**src/rtl/riscv_ctrl_pkg.sv**
```systemverilog
// Shared encodings for the multicycle RISC-V control unit: FSM states,
// opcodes, ALUOp classes, ALU control codes and datapath select values.
package riscv_ctrl_pkg;

  typedef enum logic [3:0] {
    S_FETCH    = 4'd0,
    S_DECODE   = 4'd1,
    S_MEMADR   = 4'd2,
    S_MEMREAD  = 4'd3,
    S_MEMWB    = 4'd4,
    S_MEMWRITE = 4'd5,
    S_EXECUTER = 4'd6,
    S_EXECUTEI = 4'd7,
    S_ALUWB    = 4'd8,
    S_BEQ      = 4'd9,
    S_JAL      = 4'd10
  } state_t;

  typedef enum logic [1:0] {
    ALUOP_ADD   = 2'b00,
    ALUOP_SUB   = 2'b01,
    ALUOP_FUNCT = 2'b10,
    ALUOP_RSVD  = 2'b11
  } alu_op_t;

  localparam logic [6:0] OP_LW   = 7'b0000011;
  localparam logic [6:0] OP_SW   = 7'b0100011;
  localparam logic [6:0] OP_R    = 7'b0110011;
  localparam logic [6:0] OP_I    = 7'b0010011;
  localparam logic [6:0] OP_BEQ  = 7'b1100011;
  localparam logic [6:0] OP_JAL  = 7'b1101111;

  localparam logic [2:0] ALU_ADD = 3'b000;
  localparam logic [2:0] ALU_SUB = 3'b001;
  localparam logic [2:0] ALU_AND = 3'b010;
  localparam logic [2:0] ALU_OR  = 3'b011;
  localparam logic [2:0] ALU_SLT = 3'b101;

  localparam logic [1:0] RES_ALUOUT = 2'b00;
  localparam logic [1:0] RES_DATA   = 2'b01;
  localparam logic [1:0] RES_ALU    = 2'b10;

  localparam logic [1:0] SRCA_PC    = 2'b00;
  localparam logic [1:0] SRCA_OLDPC = 2'b01;
  localparam logic [1:0] SRCA_RS1   = 2'b10;

  localparam logic [1:0] SRCB_RS2   = 2'b00;
  localparam logic [1:0] SRCB_IMM   = 2'b01;
  localparam logic [1:0] SRCB_FOUR  = 2'b10;

  localparam logic [1:0] IMM_I = 2'b00;
  localparam logic [1:0] IMM_S = 2'b01;
  localparam logic [1:0] IMM_B = 2'b10;
  localparam logic [1:0] IMM_J = 2'b11;

endpackage

```
**src/rtl/alu_decoder.sv**
```systemverilog
// Combinational ALU control decode from the FSM's ALUOp class and the
// instruction's funct fields.
module alu_decoder
  import riscv_ctrl_pkg::*;
(
  input  alu_op_t    alu_op,
  input  logic [2:0] funct3,
  input  logic       op5,
  input  logic       funct7b5,
  output logic [2:0] alu_control
);

  always_comb begin
    alu_control = ALU_ADD;
    unique case (alu_op)
      ALUOP_ADD: alu_control = ALU_ADD;
      ALUOP_SUB: alu_control = ALU_SUB;
      ALUOP_FUNCT: begin
        unique case (funct3)
          // only R-type (op5=1) with funct7b5 selects sub; addi never does
          3'b000:  alu_control = (op5 & funct7b5) ? ALU_SUB : ALU_ADD;
          3'b010:  alu_control = ALU_SLT;
          3'b110:  alu_control = ALU_OR;
          3'b111:  alu_control = ALU_AND;
          default: alu_control = ALU_ADD;
        endcase
      end
      default: alu_control = ALU_ADD;
    endcase
  end

endmodule

```
**src/rtl/multicycle_ctrl.sv**
```systemverilog
// Multicycle RISC-V control FSM: sequences lw/sw/R/I/beq/jal through
// Fetch..Writeback and drives the datapath selects and ALU control.
module multicycle_ctrl
  import riscv_ctrl_pkg::*;
(
  input  logic       clk,
  input  logic       reset,
  input  logic [6:0] op,
  input  logic [2:0] funct3,
  input  logic       funct7b5,
  input  logic       Zero,
  output logic       PCWrite,
  output logic       AdrSrc,
  output logic       MemWrite,
  output logic       IRWrite,
  output logic [1:0] ResultSrc,
  output logic [1:0] ALUSrcA,
  output logic [1:0] ALUSrcB,
  output logic [1:0] ImmSrc,
  output logic       RegWrite,
  output logic [2:0] ALUControl,
  output logic       IllegalOp
);

  state_t  state;
  state_t  state_next;
  alu_op_t alu_op;
  logic    pc_update;
  logic    branch;

  always_ff @(posedge clk or posedge reset) begin
    if (reset) state <= S_FETCH;
    else       state <= state_next;
  end

  always_comb begin
    state_next = S_FETCH;
    pc_update  = 1'b0;
    branch     = 1'b0;
    AdrSrc     = 1'b0;
    MemWrite   = 1'b0;
    IRWrite    = 1'b0;
    RegWrite   = 1'b0;
    IllegalOp  = 1'b0;
    ResultSrc  = RES_ALUOUT;
    ALUSrcA    = SRCA_PC;
    ALUSrcB    = SRCB_RS2;
    alu_op     = ALUOP_ADD;
    unique case (state)
      S_FETCH: begin
        state_next = S_DECODE;
        IRWrite    = 1'b1;
        pc_update  = 1'b1;
        ALUSrcA    = SRCA_PC;
        ALUSrcB    = SRCB_FOUR;
        ResultSrc  = RES_ALU;
      end
      S_DECODE: begin
        ALUSrcA = SRCA_OLDPC;
        ALUSrcB = SRCB_IMM;
        unique case (op)
          OP_LW, OP_SW: state_next = S_MEMADR;
          OP_R:         state_next = S_EXECUTER;
          OP_I:         state_next = S_EXECUTEI;
          OP_BEQ:       state_next = S_BEQ;
          OP_JAL:       state_next = S_JAL;
          default: begin
            state_next = S_FETCH;
            IllegalOp  = 1'b1;
          end
        endcase
      end
      S_MEMADR: begin
        ALUSrcA = SRCA_RS1;
        ALUSrcB = SRCB_IMM;
        if (op == OP_LW)      state_next = S_MEMREAD;
        else if (op == OP_SW) state_next = S_MEMWRITE;
        else                  state_next = S_FETCH;
      end
      S_MEMREAD: begin
        state_next = S_MEMWB;
        AdrSrc     = 1'b1;
      end
      S_MEMWB: begin
        RegWrite  = 1'b1;
        ResultSrc = RES_DATA;
      end
      S_MEMWRITE: begin
        MemWrite = 1'b1;
        AdrSrc   = 1'b1;
      end
      S_EXECUTER: begin
        state_next = S_ALUWB;
        ALUSrcA    = SRCA_RS1;
        ALUSrcB    = SRCB_RS2;
        alu_op     = ALUOP_FUNCT;
      end
      S_EXECUTEI: begin
        state_next = S_ALUWB;
        ALUSrcA    = SRCA_RS1;
        ALUSrcB    = SRCB_IMM;
        alu_op     = ALUOP_FUNCT;
      end
      S_ALUWB: begin
        RegWrite = 1'b1;
      end
      S_BEQ: begin
        branch  = 1'b1;
        ALUSrcA = SRCA_RS1;
        ALUSrcB = SRCB_RS2;
        alu_op  = ALUOP_SUB;
      end
      S_JAL: begin
        state_next = S_ALUWB;
        pc_update  = 1'b1;
        ALUSrcA    = SRCA_OLDPC;
        ALUSrcB    = SRCB_FOUR;
      end
      default: state_next = S_FETCH;
    endcase
  end

  assign PCWrite = pc_update | (branch & Zero);

  always_comb begin
    unique case (op)
      OP_LW, OP_I: ImmSrc = IMM_I;
      OP_SW:       ImmSrc = IMM_S;
      OP_BEQ:      ImmSrc = IMM_B;
      OP_JAL:      ImmSrc = IMM_J;
      default:     ImmSrc = IMM_I;
    endcase
  end

  alu_decoder u_alu_decoder (
    .alu_op      (alu_op),
    .funct3      (funct3),
    .op5         (op[5]),
    .funct7b5    (funct7b5),
    .alu_control (ALUControl)
  );

endmodule
```
**config.mk**
```make
export PLATFORM = sky130hd
export DESIGN_NAME = multicycle_ctrl
export DESIGN_NICKNAME = d
export VERILOG_FILES = /design/src/rtl/riscv_ctrl_pkg.sv /design/src/rtl/alu_decoder.sv /design/src/rtl/multicycle_ctrl.sv
export SDC_FILE = /design/constraint.sdc
export NUM_CORES = 1
export LEC_CHECK = 0
export BUFFER_PORTS_ARGS = -buffer_cell sky130_fd_sc_hd__buf_2
export CORE_UTILIZATION = 38
export DETAILED_ROUTE_END_ITERATION = 10
export PLACE_DENSITY = 0.74
export SLEW_MARGIN = 20
export SYNTH_ARGS = -nofsm -noshare
export SYNTH_HDL_FRONTEND = slang
export SYNTH_SLANG_ARGS = --single-unit
```
**constraint.sdc**
```tcl
create_clock -name clk -period 1.3 [get_ports clk]
set_clock_uncertainty 0.05 [all_clocks]
set_input_delay 0.065 -clock clk [delete_from_list [all_inputs] [get_ports clk]]
set_output_delay 0.065 -clock clk [all_outputs]
set_load 0.05 [all_outputs]
```
==> results of run 1 <==
-- cells by family after synthesis --
logic type | count (synthesis) | share of synthesized area (%)
adders and majority gates | 2 | 4.650
DFF | 4 | 18.61
AOI/OAI and AO/OA | 19 | 23.26
xor gates and xnor gates | 1 | 1.628
and+or+nand+nor | 44 | 44.19
buffers and inverters | 10 | 7.674
-- synth_stat cells, types with 2 or more instances --
master and instances:
sky130_fd_sc_hd__a21oi_1 5, sky130_fd_sc_hd__a31oi_1 2, sky130_fd_sc_hd__clkbuf_1 3, sky130_fd_sc_hd__dfrtp_1 4, sky130_fd_sc_hd__ha_1 2, sky130_fd_sc_hd__inv_1 6, sky130_fd_sc_hd__nand2_1 8, sky130_fd_sc_hd__nand2b_1 3
sky130_fd_sc_hd__nand3_1 2, sky130_fd_sc_hd__nand4_1 2, sky130_fd_sc_hd__nor2_1 7, sky130_fd_sc_hd__nor2b_1 2, sky130_fd_sc_hd__nor3_1 7, sky130_fd_sc_hd__nor4_1 2, sky130_fd_sc_hd__o21ai_0 3, sky130_fd_sc_hd__o21bai_1 2
sky130_fd_sc_hd__or2_2 2
-- per-stage QoR --
stage	cell area [um^2]	utilization [%]	std cells	hold slack [ns]	TNS [ns]
floorplan	669.4	-	80	-0.2190	-4.163
global placement	948.4	72.88	140	-0.1060	-2.443
detailed placement	948.4	72.88	140	-0.09486	-2.969
CTS	1132	87.02	146	0.1789	-5.261
-- repair_timing --
action | in CTS
pin swaps | 7
resized for setup | 40
cloned | 0
setup endpoints to repair | 18
hold buffers | 1
buffers inserted | 2
hold endpoints to repair | 4
==> impl_summary.log, run 1 <==
[metrics] status: did not finish
[metrics] stage where the run ended: global routing (5_1_grt)
[metrics] first reported error: [ERROR DPL-0033] detailed placement checks failed during check placement.
[metrics] pre-CTS setup slack: -0.4615 ns
[metrics] largest net degree at the start of global routing: 15
[metrics] Avg Cell Area, Syn: 6.725 um^2
[metrics] row count: 13
[metrics] number of CTS-inserted buffers: 3
[metrics] part of the Yosys area used for sequential elements: 18.60%
[metrics] post-synthesis cell count: 80
[metrics] Port-buffer cells: 30
[metrics] leading register cell type out of synthesis: sky130_fd_sc_hd__dfrtp_1
[metrics] cells taking the most area after synthesis: sky130_fd_sc_hd__dfrtp_1, sky130_fd_sc_hd__nor3_1, sky130_fd_sc_hd__nand2_1, sky130_fd_sc_hd__nor2_1, sky130_fd_sc_hd__a21oi_1
[metrics] number of flops mapped to enable cells by yosys: 0
[metrics] share of flip-flops with an asynchronous set or reset after synthesis: 100.0%
[metrics] initial core utilization: 41.35%
[metrics] Final GP Congestion: 0.7656
[metrics] yosys warns: 0
[metrics] cell chosen for the clock root: sky130_fd_sc_hd__clkbuf_4
[metrics] Clock Tree Buf Depth: 2
[metrics] synthesis-stage register bit count: 4
[metrics] antenna violations before repair: 0
[metrics] number of distinct standard cells referenced by the synthesized netlist: 35
[metrics] total nets after synthesis: 96
[metrics] Ports: 31
[metrics] type of pin the worst path ends at: top-level output
[metrics] fraction of synthesized cell area taken by the top area cell type: 18.60%
[metrics] cell type with the highest aggregate area in the netlist: sky130_fd_sc_hd__dfrtp_1
[metrics] H-tree depth: 1
[metrics] worst endpoint after global-route timing repair: ALUControl[0]
[metrics] Die Ht: 39.63 um
[metrics] cell area after technology mapping: 538.0 um^2
[metrics] x dimension of the die: 39.63 um
[metrics] clock sink count: 4
[metrics] DP HPWL: 1494 um
==> run 2: changes to the inputs <==
CORE_AREA = 2 2 63 65   (was not set)
CORE_UTILIZATION = not set   (was 38)
DIE_AREA = 0 0 65 67   (was not set)
PLACE_DENSITY = not set   (was 0.74)
PLACE_DENSITY_LB_ADDON = 0.15   (was not set)
clock period = 1.69 ns   (was 1.3 ns; I/O delays follow)
==> impl_summary.log, run 2 <==
[metrics] status: finished, violations left
[metrics] failing checks: setup timing
[metrics] cell chosen for the clock root: sky130_fd_sc_hd__clkbuf_8
[metrics] Worst Hold Class: primary input to register
[metrics] Max-Slew Margin vs Limit: 76.47%
[metrics] Remaining Overflow, GRT: 0
[metrics] residual antenna-violating net count after detailed routing: 0
[metrics] top layer in use: met4
[metrics] main combinational cell family by area after synthesis: simple AND/OR/NAND/NOR gates
[metrics] most frequent standard cell in the layout excluding fill and tap cells: sky130_fd_sc_hd__buf_2
[metrics] Final GP Congestion: 0.6754 (-12%)
[metrics] Avg Cell Area, Syn: 6.725 um^2 (unchanged)
[metrics] min cycle time layout: 1.792 ns
[metrics] antenna fix cells: 0
[metrics] most instantiated cells after synthesis: sky130_fd_sc_hd__nand2_1, sky130_fd_sc_hd__nor2_1, sky130_fd_sc_hd__nor3_1
[metrics] Total Routed Length: 2040 um
[metrics] area share of and/or/nand/nor cells after synthesis: 44.19% (unchanged)
[metrics] post-synthesis share of cell area spent on xor and xnor gates: 1.628% (unchanged)
[metrics] clock sink count: 4 (unchanged)
[metrics] cells taking the most area after synthesis: sky130_fd_sc_hd__dfrtp_1, sky130_fd_sc_hd__nor3_1, sky130_fd_sc_hd__nand2_1, sky130_fd_sc_hd__nor2_1, sky130_fd_sc_hd__a21oi_1
[metrics] Worst Tran Pin Value: 0.3503 ns
[metrics] maximum VDD drop: 0.3234 mV
[metrics] number of CTS-inserted buffers: 3 (unchanged)
[metrics] number of flops mapped to enable cells by yosys: 0 (unchanged)
[metrics] number of distinct standard cells referenced by the synthesized netlist: 35 (unchanged)
[metrics] sort of element at the end of the critical path: primary output
[metrics] final-layout fill cell count: 385
[metrics] DP HPWL: 1498 um (+0.29%)
[metrics] max-slew violation count: 0
[metrics] ratio of total power to cell area: 1112 nW/um^2
[metrics] class of the most critical setup path: register to primary output
[metrics] cell mode on critical path: sky130_fd_sc_hd__buf_6
[metrics] complex-gate fraction of the synthesized area: 23.26% (unchanged)
[metrics] detailed router's first-iteration violation count: 14
[metrics] Post-route DRC: 0
[metrics] row count: 22 (+9)
[metrics] routed length on met2: 1043 um
[metrics] H-tree depth: 1 (unchanged)
[metrics] routed via count divided by cell count: 4.377
[metrics] post-route insts no fill: 175
[metrics] largest net degree at the start of global routing: 15
[metrics] leading register cell type out of synthesis: sky130_fd_sc_hd__dfrtp_1
[metrics] area of the die: 4355 um^2
[metrics] core region area: 3606 um^2
[metrics] Clock Tree Buf Depth: 2 (unchanged)
[metrics] final setup fails: 4
[metrics] unrepaired setup endpoints after global routing: true
[metrics] arithmetic-cell share of the synthesized area counting full adders, half adders and majority gates: 4.651% (unchanged)
[metrics] final hold viol count: 0
[metrics] Max Cap Viol: 0
[metrics] arrival time reported for the critical path endpoint: 1.66 ns
[metrics] registers with the most flip-flops: state x4
[metrics] static leakage power: 0.5199 nW
[metrics] total placed cells including tap cells: 165 (+18%)
[metrics] wire length on met1: 925 um
[metrics] Die Ht: 67 um (+69%)
[metrics] synthesis-to-layout area growth: 116.3%
[metrics] yosys warns: 0 (unchanged)
[metrics] initial core utilization: 14.92% (-26 points)
[metrics] combined global-route utilization of all metal layers: 10.15%
[metrics] vias in the first global route: 754
[metrics] share of flip-flops with an asynchronous set or reset after synthesis: 100.0% (unchanged)
[metrics] average wire per cell in the routed design: 11.66 um
[metrics] Critical Path Slowest Stage Cell: sky130_fd_sc_hd__dfrtp_1
[metrics] x dimension of the die: 65 um (+64%)
[metrics] most frequently used cell type in the post-synthesis netlist: sky130_fd_sc_hd__nand2_1
[metrics] total nets after synthesis: 96 (unchanged)
[metrics] commonest cells after routing, fill and taps aside: sky130_fd_sc_hd__buf_2, sky130_fd_sc_hd__buf_4, sky130_fd_sc_hd__buf_6
[metrics] part of the Yosys area used for sequential elements: 18.60% (unchanged)
[metrics] delay of the slowest critical-path stage: 0.40 ns
[metrics] Vias: 766
[metrics] setup TNS: -0.2622 ns
[metrics] crit path setup slack, layout: -0.1018 ns
[metrics] data required time at the worst endpoint: 1.56 ns
[metrics] number of optimization iterations in the first detailed-route pass: 4
[metrics] Port-buffer cells: 30 (unchanged)
[metrics] sum of met3 wire segment lengths after detailed routing: 57 um
[metrics] post-synthesis cell count: 80 (unchanged)
[metrics] first-pass GRT wire length: 3456 um
[metrics] cell area after technology mapping: 538.0 um^2 (unchanged)
[metrics] kind of start point of the critical path: register
[metrics] antenna violations before repair: 0
[metrics] TritonCTS clock tree: done
[metrics] fraction of final layout cells sized beyond drive strength 1: 62.99%
[metrics] critical path buffer and inverter count: 3
[metrics] fraction of synthesized cell area taken by the top area cell type: 18.60% (unchanged)
[metrics] largest reg by FF count: state
[metrics] critical path, cell by cell: nand2b_4 > or2_4 > inv_4 > ha_4 > buf_6 > nor2_4 > buf_6
[metrics] CP Max Fanout: 4
[metrics] portion of netlist area occupied by mux cells: 0% (unchanged)
[metrics] max FFs per register: 4
[metrics] register clock-pin slew on the reported worst setup and hold paths: 0.03 ns
[metrics] synthesis-stage register bit count: 4 (unchanged)
[metrics] maximum clock frequency: 558.1 MHz
[metrics] Ports: 31 (unchanged)
[metrics] Final #Nets: 145
[metrics] cell type with the highest aggregate area in the netlist: sky130_fd_sc_hd__dfrtp_1
[metrics] share of the cycle needed by the critical path after routing: 106.0%
[metrics] Largest delay share family, worst path: simple AND/OR/NAND/NOR gates
[metrics] clock insertion delay at the later pin of the skew report: 0.22 ns
[metrics] total design power: 1.294 mW
-- run 2: worst min-delay path: cells and delay by family --
family | cells | cell delay, ns
AND/OR/NAND/NOR | 1 | 0.05
AO/OA/AOI/OAI | 1 | 0.16
buffers and inverters | 1 | 0.13
-- run 2: worst paths after layout --
check                                 to      from  depth (start not counted)  slack (ns)
hold reg to reg                 state[2]  state[3]                          2        0.66
setup / recovery           ALUControl[0]  state[1]                          7       -0.10
min in group asynchronous       state[1]     reset                          3        0.24
setup reg to reg                state[0]  state[1]                          4        0.11
hold / removal                  state[2]     op[5]                          3        0.21
max in group asynchronous       state[3]     reset                          3        1.18
-- run 2: power breakdown --
part | switching (mW) | leakage [nW] | internal [mW] | total (mW)
clock | 0.0467 | 0.0216 | 0.152 | 0.198
combinational | 0.602 | 0.447 | 0.365 | 0.967
sequential | 0.0176 | 0.0518 | 0.111 | 0.128
-- run 2: routing by layer --
layer / track usage (%) / up-vias
met3: 1.014 / 2
li1: - / 387
met1: 13.00 / 359
met5: 0 / -
met2: 17.01 / 18
met4: 4.787 / 0
-- run 2: area by class of cell --
type | count | area (um^2) | share of cell area (%)
timing repair buffer | 48 | 364.1 | 31.29
sequential | 4 | 101.3 | 8.710
multi-input combinational | 66 | 571.8 | 49.14
inverter | 6 | 25.02 | 2.151
clock buffer | 3 | 41.29 | 3.548
tap | 48 | 60.06 | 5.161
-- run 2: through the flow --
step | cell area (um^2) | utilization (%) | hold WS [ns] | worst slack [ns]
6_report | 1164 | 32.27 | 0.2076 | -0.1018
5_1_grt | 1164 | 32.27 | 0.2627 | -0.1554
4_1_cts | 1042 | 28.90 | 0.2084 | -0.1174
3_5_place_dp | 864.6 | 23.98 | -0.07356 | -0.1610
3_3_place_gp | 864.6 | 23.98 | -0.07507 | -0.1269
2_1_floorplan | 590.6 | - | -0.1994 | -0.4181
-- run 2: logic make-up (layout without fill, tap and decap cells) --
kind of cell,Yosys count,after routing
flip-flops,4,4
adder cells (fa/ha/maj),2,2
XOR/XNOR,1,1
AO/OA/AOI/OAI,19,19
AND/OR/NAND/NOR,44,44
buffers and inverters,10,57
-- run 2: repair_timing --
| item | in CTS | in global routing |
|---|---|---|
| setup buffers | 3 | 3 |
| cloned | 0 | 0 |
| setup endpoints to repair | 8 | 9 |
| gates resized for setup | 28 | 22 |
| endpoints found under the hold margin | 4 | 0 |
| hold buffers | 1 | 0 |
| pin swaps | 3 | 9 |
Note: power is estimated with default switching activity, not from simulation.
==> run 3: changes to the inputs <==
CAP_MARGIN = 20   (was not set)
SLEW_MARGIN = 40   (was 20)
clock period = 2.3 ns   (was 1.69 ns; I/O delays follow)
==> impl_summary.log, run 3 (synthesized netlist as in run 2, its figures left out) <==
[metrics] status: complete, no violations
[metrics] area of the die: 4355 um^2 (unchanged)
[metrics] Max-Slew Margin vs Limit: 76.80% (+0.33 points)
[metrics] Critical R2R Launch: state[1]
[metrics] startpoint of the most critical hold path: op[4]
[metrics] delay of the slowest critical-path stage: 0.43 ns (+0.03 ns)
[metrics] residual antenna-violating net count after detailed routing: 0 (unchanged)
[metrics] average wire per cell in the routed design: 10.27 um (-12%)
[metrics] data required time at the worst endpoint: 2.13 ns (+0.57 ns)
[metrics] Largest delay share family, worst path: simple AND/OR/NAND/NOR gates
[metrics] TritonCTS clock tree: done
[metrics] maximum clock frequency: 463.6 MHz
[metrics] detailed router's first-iteration violation count: 38 (+24)
[metrics] ratio of total power to cell area: 906.6 nW/um^2 (-18%)
[metrics] share of the cycle needed by the critical path after routing: 93.78%
[metrics] row count: 22 (unchanged)
[metrics] Port-buffer cells: 30 (unchanged)
[metrics] area of placed instances: 764.5 um^2 (-12%)
[metrics] setup TNS: 0 ns (+0.2622 ns)
[metrics] synthesis-to-layout area growth: 57.44%
[metrics] Post-Route Utilization: 23.49% (-8.8 points)
[metrics] post-route insts no fill: 164 (-6.3%)
[metrics] largest reg by FF count: state
[metrics] vias in the first global route: 643 (-15%)
[metrics] met1 Use GR: 10.18% (-2.8 points)
[metrics] min cycle time layout: 2.157 ns
[metrics] initial core utilization: 14.92% (unchanged)
[metrics] Ports: 31 (unchanged)
[metrics] commonest cells after routing, fill and taps aside: sky130_fd_sc_hd__buf_2, sky130_fd_sc_hd__nand2_1, sky130_fd_sc_hd__nor2_1, sky130_fd_sc_hd__nor3_1, sky130_fd_sc_hd__buf_4
[metrics] Final GP Congestion: 0.7444 (+10%)
[metrics] sort of element at the end of the critical path: primary output
[metrics] Final #Nets: 134 (-7.6%)
[metrics] Setup crit start: state[1]
[metrics] CP Max Fanout: 6 (+2)
[metrics] max FFs per register: 4 (unchanged)
[metrics] H-tree depth: 1 (unchanged)
[metrics] total placed cells including tap cells: 157 (-4.8%)
[metrics] fraction of final layout cells sized beyond drive strength 1: 43.10% (-20 points)
[metrics] static leakage power: 0.4201 nW (-19%)
[metrics] max-slew violation count: 0 (unchanged)
[metrics] x dimension of the die: 65 um (unchanged)
[metrics] crit path setup slack, layout: 0.1430 ns (+0.2448 ns)
[metrics] unrepaired setup endpoints after global routing: false
[metrics] Critical Path Slowest Stage Cell: sky130_fd_sc_hd__dfrtp_2
[metrics] gr busiest metal: met2
[metrics] kind of start point of the critical path: register
[metrics] routed via count divided by cell count: 4.213 (-3.7%)
[metrics] class of the most critical setup path: register to primary output
[metrics] critical path, cell by cell: nand2b_2 > or2_2 > inv_1 > ha_1 > nor4_2 > buf_4
[metrics] clock insertion delay at the later pin of the skew report: 0.22 ns (about the same)
[metrics] Vias: 691 (-9.8%)
[metrics] maximum VDD drop: 0.2962 mV (-8.4%)
[metrics] met2 capacity usage during global routing: 13.27% (-3.7 points)
[metrics] Clock Tree Buf Depth: 2 (unchanged)
[metrics] Remaining Overflow, GRT: 0 (unchanged)
[metrics] cell chosen for the clock root: sky130_fd_sc_hd__clkbuf_8
[metrics] pre-CTS setup slack: 0.2166 ns (+0.3775 ns)
[metrics] combined global-route utilization of all metal layers: 8.369% (-1.8 points)
[metrics] Worst Tran Pin Value: 0.3454 ns (-0.004898 ns)
[metrics] largest net degree at the start of global routing: 15 (unchanged)
[metrics] core region area: 3606 um^2 (unchanged)
[metrics] number of CTS-inserted buffers: 3 (unchanged)
[metrics] final hold viol count: 0 (unchanged)
[metrics] antenna violations before repair: 0 (unchanged)
[metrics] fin area: 847.1 um^2 (-27%)
[metrics] clock sink count: 4 (unchanged)
[metrics] Die Ht: 67 um (unchanged)
[metrics] Max Cap Viol: 0 (unchanged)
[metrics] registers with the most flip-flops: state x4
[metrics] antenna fix cells: 0 (unchanged)
[metrics] first-pass GRT wire length: 2835 um (-18%)
[metrics] Total Routed Length: 1685 um (-17%)
[metrics] Worst Hold Class: primary input to register
[metrics] critical path buffer and inverter count: 2 (-1)
[metrics] register clock-pin slew on the reported worst setup and hold paths: 0.03 ns (about the same)
[metrics] most frequent standard cell in the layout excluding fill and tap cells: sky130_fd_sc_hd__buf_2
[metrics] DP HPWL: 1346 um (-10%)
[metrics] arrival time reported for the critical path endpoint: 1.99 ns (+0.33 ns)
[metrics] M3 GR Usage: 1.689% (+0.68 points)
[metrics] final setup fails: 0 (-4)
[metrics] Post-route DRC: 0 (unchanged)
[metrics] number of optimization iterations in the first detailed-route pass: 4 (unchanged)
## run 3: power by group
part | switching (mW) | total [mW] | leakage [nW] | internal, mW
clock network | 0.0366 | 0.148 | 0.0216 | 0.112
logic | 0.391 | 0.531 | 0.347 | 0.140
registers | 0.00701 | 0.0885 | 0.0518 | 0.0815
## run 3: what timing repair did
action / CTS / global route
gates resized for setup: 1 / 3
setup endpoints to repair: 1 / 1
hold buffers: 1 / 0
setup buffers: 0 / 3
hold endpoints to repair: 4 / 0
## run 3: final timing paths
check                                     end  slack, ns  cells after the start
worst max register to register       state[0]       0.77                      3
worst max-delay path            ALUControl[2]       0.14                      6
worst min-delay path                 state[0]       0.25                      4
max in group asynchronous            state[1]       1.77                      3
min in group asynchronous            state[0]       0.27                      3
worst min register to register       state[2]       0.50                      1
## run 3: layout make-up
cell class                 instances  area (um^2)
clock buffer                       3        41.29
fill                             415         2759
inverter                           6        22.52
multi-input combinational         66        414.1
sequential                         4        101.3
tap                               48        60.06
timing repair buffer              37        207.7
## run 3: worst reg2reg max path: stages (launching register included)
cell and delay [ns]:
sky130_fd_sc_hd__dfrtp_2 0.43, sky130_fd_sc_hd__buf_4 0.15, sky130_fd_sc_hd__or4_1 0.51, sky130_fd_sc_hd__a311oi_1 0.28
## run 3: per-stage QoR
step / hold slack [ns] / power (mW)
floorplan: -0.1689 / 0.4917
global placement: -0.05116 / 0.6226
detailed placement: -0.04438 / 0.6147
CTS: 0.2453 / 0.7692
global route: 0.2870 / 0.8238
finish: 0.2495 / 0.7680
## run 3: layer usage
layer | share of wire (%) | vias up
li1 | - | 361
met1 | 46 | 309
met2 | 47 | 18
met3 | 6.0 | 3
met4 | 1.7 | 0
met5 | 0 | -
==> run 4: changes to the inputs <==
ABC_AREA = 1   (was not set)
CTS_CLUSTER_DIAMETER = 40   (was not set)
==> impl_summary.log, run 4 <==
[metrics] status: complete, no violations
[metrics] fraction of synthesized cell area taken by the top area cell type: 18.91% (+0.31 points)
[metrics] leading register cell type out of synthesis: sky130_fd_sc_hd__dfrtp_1
[metrics] clock sink count: 4 (unchanged)
[metrics] complex-gate fraction of the synthesized area: 4.728% (-19 points)
[metrics] number of CTS-inserted buffers: 3 (unchanged)
[metrics] class of the most critical setup path: register to primary output
[metrics] routed via count divided by cell count: 3.840 (-8.9%)
[metrics] pre-CTS setup slack: 0.5065 ns (+0.2899 ns)
[metrics] DP HPWL: 1359 um (+0.94%)
[metrics] yosys warns: 0 (unchanged)
[metrics] first-pass GRT wire length: 2580 um (-9.0%)
[metrics] most frequent standard cell in the layout excluding fill and tap cells: sky130_fd_sc_hd__buf_2
[metrics] x dimension of the die: 65 um (unchanged)
[metrics] synthesis-to-layout area growth: 50.59%
[metrics] max-slew violation count: 0 (unchanged)
[metrics] H-tree depth: 1 (unchanged)
[metrics] final setup fails: 0 (unchanged)
[metrics] Die Ht: 67 um (unchanged)
[metrics] share of the cycle needed by the critical path after routing: 87.26% (-6.5 points)
[metrics] Clock Tree Buf Depth: 2 (unchanged)
[metrics] data required time at the worst endpoint: 2.13 ns (about the same)
[metrics] max FFs per register: 4 (unchanged)
[metrics] Max-Slew Margin vs Limit: 82.40% (+5.6 points)
[metrics] Worst Hold Class: primary input to register
[metrics] setup TNS: 0 ns (unchanged)
[metrics] row count: 22 (unchanged)
[metrics] detailed router's first-iteration violation count: 29 (-24%)
[metrics] maximum VDD drop: 0.2754 mV (-7.0%)
[metrics] most instantiated cells after synthesis: sky130_fd_sc_hd__nand2_1, sky130_fd_sc_hd__nor2_1, sky130_fd_sc_hd__inv_1
[metrics] clock insertion delay at the later pin of the skew report: 0.21 ns (about the same)
[metrics] unrepaired setup endpoints after global routing: false
[metrics] static leakage power: 0.4785 nW (+14%)
[metrics] kind of start point of the critical path: register
[metrics] fraction of final layout cells sized beyond drive strength 1: 31.58% (-12 points)
[metrics] min cycle time layout: 2.007 ns (-0.1500 ns)
[metrics] cell area after technology mapping: 529.3 um^2 (-1.6%)
[metrics] cell type with the highest aggregate area in the netlist: sky130_fd_sc_hd__dfrtp_1
[metrics] vias in the first global route: 631 (-1.9%)
[metrics] initial core utilization: 14.68% (-0.24 points)
[metrics] Remaining Overflow, GRT: 0 (unchanged)
[metrics] final hold viol count: 0 (unchanged)
[metrics] part of the Yosys area used for sequential elements: 18.91% (+0.31 points)
[metrics] core region area: 3606 um^2 (unchanged)
[metrics] Port-buffer cells: 30 (unchanged)
[metrics] arrival time reported for the critical path endpoint: 1.84 ns (-0.15 ns)
[metrics] most frequently used cell type in the post-synthesis netlist: sky130_fd_sc_hd__nand2_1
[metrics] TritonCTS clock tree: done
[metrics] number of flops mapped to enable cells by yosys: 0 (unchanged)
[metrics] residual antenna-violating net count after detailed routing: 0 (unchanged)
[metrics] cells taking the most area after synthesis: sky130_fd_sc_hd__dfrtp_1, sky130_fd_sc_hd__nand2_1, sky130_fd_sc_hd__nor2_1, sky130_fd_sc_hd__inv_1, sky130_fd_sc_hd__nand3_1
[metrics] number of optimization iterations in the first detailed-route pass: 4 (unchanged)
[metrics] combined global-route utilization of all metal layers: 7.484% (-0.88 points)
[metrics] Avg Cell Area, Syn: 5.346 um^2 (-21%)
[metrics] sort of element at the end of the critical path: primary output
[metrics] Vias: 695 (+0.58%)
[metrics] total nets after synthesis: 115 (+20%)
[metrics] ratio of total power to cell area: 912.4 nW/um^2 (+0.63%)
[metrics] average wire per cell in the routed design: 8.552 um (-17%)
[metrics] synthesis-stage register bit count: 4 (unchanged)
[metrics] Post-route DRC: 0 (unchanged)
[metrics] antenna fix cells: 0 (unchanged)
[metrics] arithmetic-cell share of the synthesized area counting full adders, half adders and majority gates: 4.728% (+0.077 points)
[metrics] post-synthesis cell count: 99 (+24%)
[metrics] main combinational cell family by area after synthesis: simple AND/OR/NAND/NOR gates
[metrics] Final #Nets: 151 (+13%)
[metrics] Total Routed Length: 1548 um (-8.1%)
[metrics] startpoint of the most critical hold path: op[4]
[metrics] largest reg by FF count: state
[metrics] area of the die: 4355 um^2 (unchanged)
[metrics] Worst Tran Pin Value: 0.2631 ns (-0.08233 ns)
[metrics] CP Max Fanout: 4 (-2)
[metrics] count of cells along the worst register-to-register path: 5 (+2)
[metrics] post_cts resized: 0 (-1)
[metrics] number of stages on the worst hold path: 4 (unchanged)
[metrics] Setup crit start: state[2]
[metrics] post-synthesis share of cell area spent on xor and xnor gates: 0% (-1.6 points)
[metrics] area share of and/or/nand/nor cells after synthesis: 56.74% (+13 points)
[metrics] largest net degree at the start of global routing: 6 (-9)
[metrics] number of distinct standard cells referenced by the synthesized netlist: 13 (-63%)
[metrics] share of flip-flops with an asynchronous set or reset after synthesis: 100.0% (unchanged)
[metrics] antenna violations before repair: 0 (unchanged)
[metrics] register clock-pin slew on the reported worst setup and hold paths: 0.03 ns (about the same)
[metrics] crit path setup slack, layout: 0.2930 ns (+0.1500 ns)
[metrics] Final GP Congestion: 0.8142 (+9.4%)
[metrics] portion of netlist area occupied by mux cells: 0% (unchanged)
[metrics] Ports: 31 (unchanged)
[metrics] cell chosen for the clock root: sky130_fd_sc_hd__clkbuf_8
[metrics] registers with the most flip-flops: state x4
[metrics] Max Cap Viol: 0 (unchanged)
[metrics] commonest cells after routing, fill and taps aside: sky130_fd_sc_hd__buf_2, sky130_fd_sc_hd__nand2_1, sky130_fd_sc_hd__nor2_1
[metrics] maximum clock frequency: 498.2 MHz (+7.5%)
[metrics] Critical R2R Launch: state[2]
==> run 4: cell count changes in the layout (fill, tap and decap cells not counted), moves of 3 or more <==
cell and delta:
sky130_fd_sc_hd__nor3_1 -7, sky130_fd_sc_hd__nand2_1 +18, sky130_fd_sc_hd__inv_2 +3, sky130_fd_sc_hd__buf_4 -7, sky130_fd_sc_hd__nor2_1 +15, sky130_fd_sc_hd__nand3_1 +9, sky130_fd_sc_hd__inv_1 +12, sky130_fd_sc_hd__nor2_4 +3
==> run 4: through the flow <==
stage                     utilization (%)  hold WS [ns]  total power [mW]  cells  cell area, um^2
after detailed placement            20.68      -0.04238            0.5850    177            745.7
final                               22.10        0.1746            0.7272    181            797.0
after global routing                22.10        0.2052            0.7706    181            797.0
after global placement              20.68      -0.04819            0.5845    177            745.7
after floorplan                         -       -0.1689            0.4733     99            535.5
after CTS                           22.10        0.1818            0.7358    181            797.0
==> run 4: worst max-delay path, stage by stage, from the launching register on <==
cell	delay, ns
sky130_fd_sc_hd__dfrtp_1	0.39
sky130_fd_sc_hd__inv_1	0.07
sky130_fd_sc_hd__nor2_2	0.13
sky130_fd_sc_hd__inv_2	0.08
sky130_fd_sc_hd__nor2_4	0.12
sky130_fd_sc_hd__inv_2	0.05
sky130_fd_sc_hd__ha_1	0.29
sky130_fd_sc_hd__nor4_2	0.21
sky130_fd_sc_hd__buf_2	0.30
==> run 4: power breakdown <==
| part | switching [mW] | internal (mW) | total [mW] |
|---|---|---|---|
| Sequential | 0.00580 | 0.0814 | 0.0872 |
| Combinational | 0.392 | 0.102 | 0.494 |
| Clock | 0.0347 | 0.111 | 0.146 |
| Total | 0.433 | 0.295 | 0.727 |
==> run 4: routing by layer <==
| layer | part of all wire (%) | GRT usage (%) |
|---|---|---|
| met5 | 0 | 0 |
| met2 | 43 | 11.98 |
| met3 | 5.7 | 1.351 |
| met4 | 0.78 | 3.191 |
| met1 | 50 | 9.798 |
==> run 4: path summary, 6_finish.rpt <==
| check | endpoint | slack (ns) |
|---|---|---|
| worst max-delay path | ALUControl[2] | 0.29 |
| worst min-delay path | state[1] | 0.17 |
| worst max register to register | state[2] | 1.16 |
| worst min register to register | state[2] | 0.60 |
| max in group asynchronous | state[2] | 1.78 |
| min in group asynchronous | state[0] | 0.28 |
==> run 4: layout make-up <==
cell class	count	area (um^2)
tap	48	60.06
inverter	21	78.83
fill	418	2809
clock buffer	3	41.29
timing repair buffer	31	160.2
multi-input combinational	74	356.6
sequential	4	100.1
==> run 4: what timing repair did <==
action | 4_1_cts | 5_1_grt
buffers inserted | 0 | 0
hold buffers | 1 | 0
endpoints found under the hold margin | 4 | 0
setup endpoints to repair | 0 | 0
==> run 4: cell families (layout without fill, tap and decap cells) <==
logic type,after synthesis,after routing
AOI/OAI and AO/OA,5,5
buffers and inverters,21,55
and+or+nand+nor,67,67
DFF,4,4
adders and majority gates,2,2
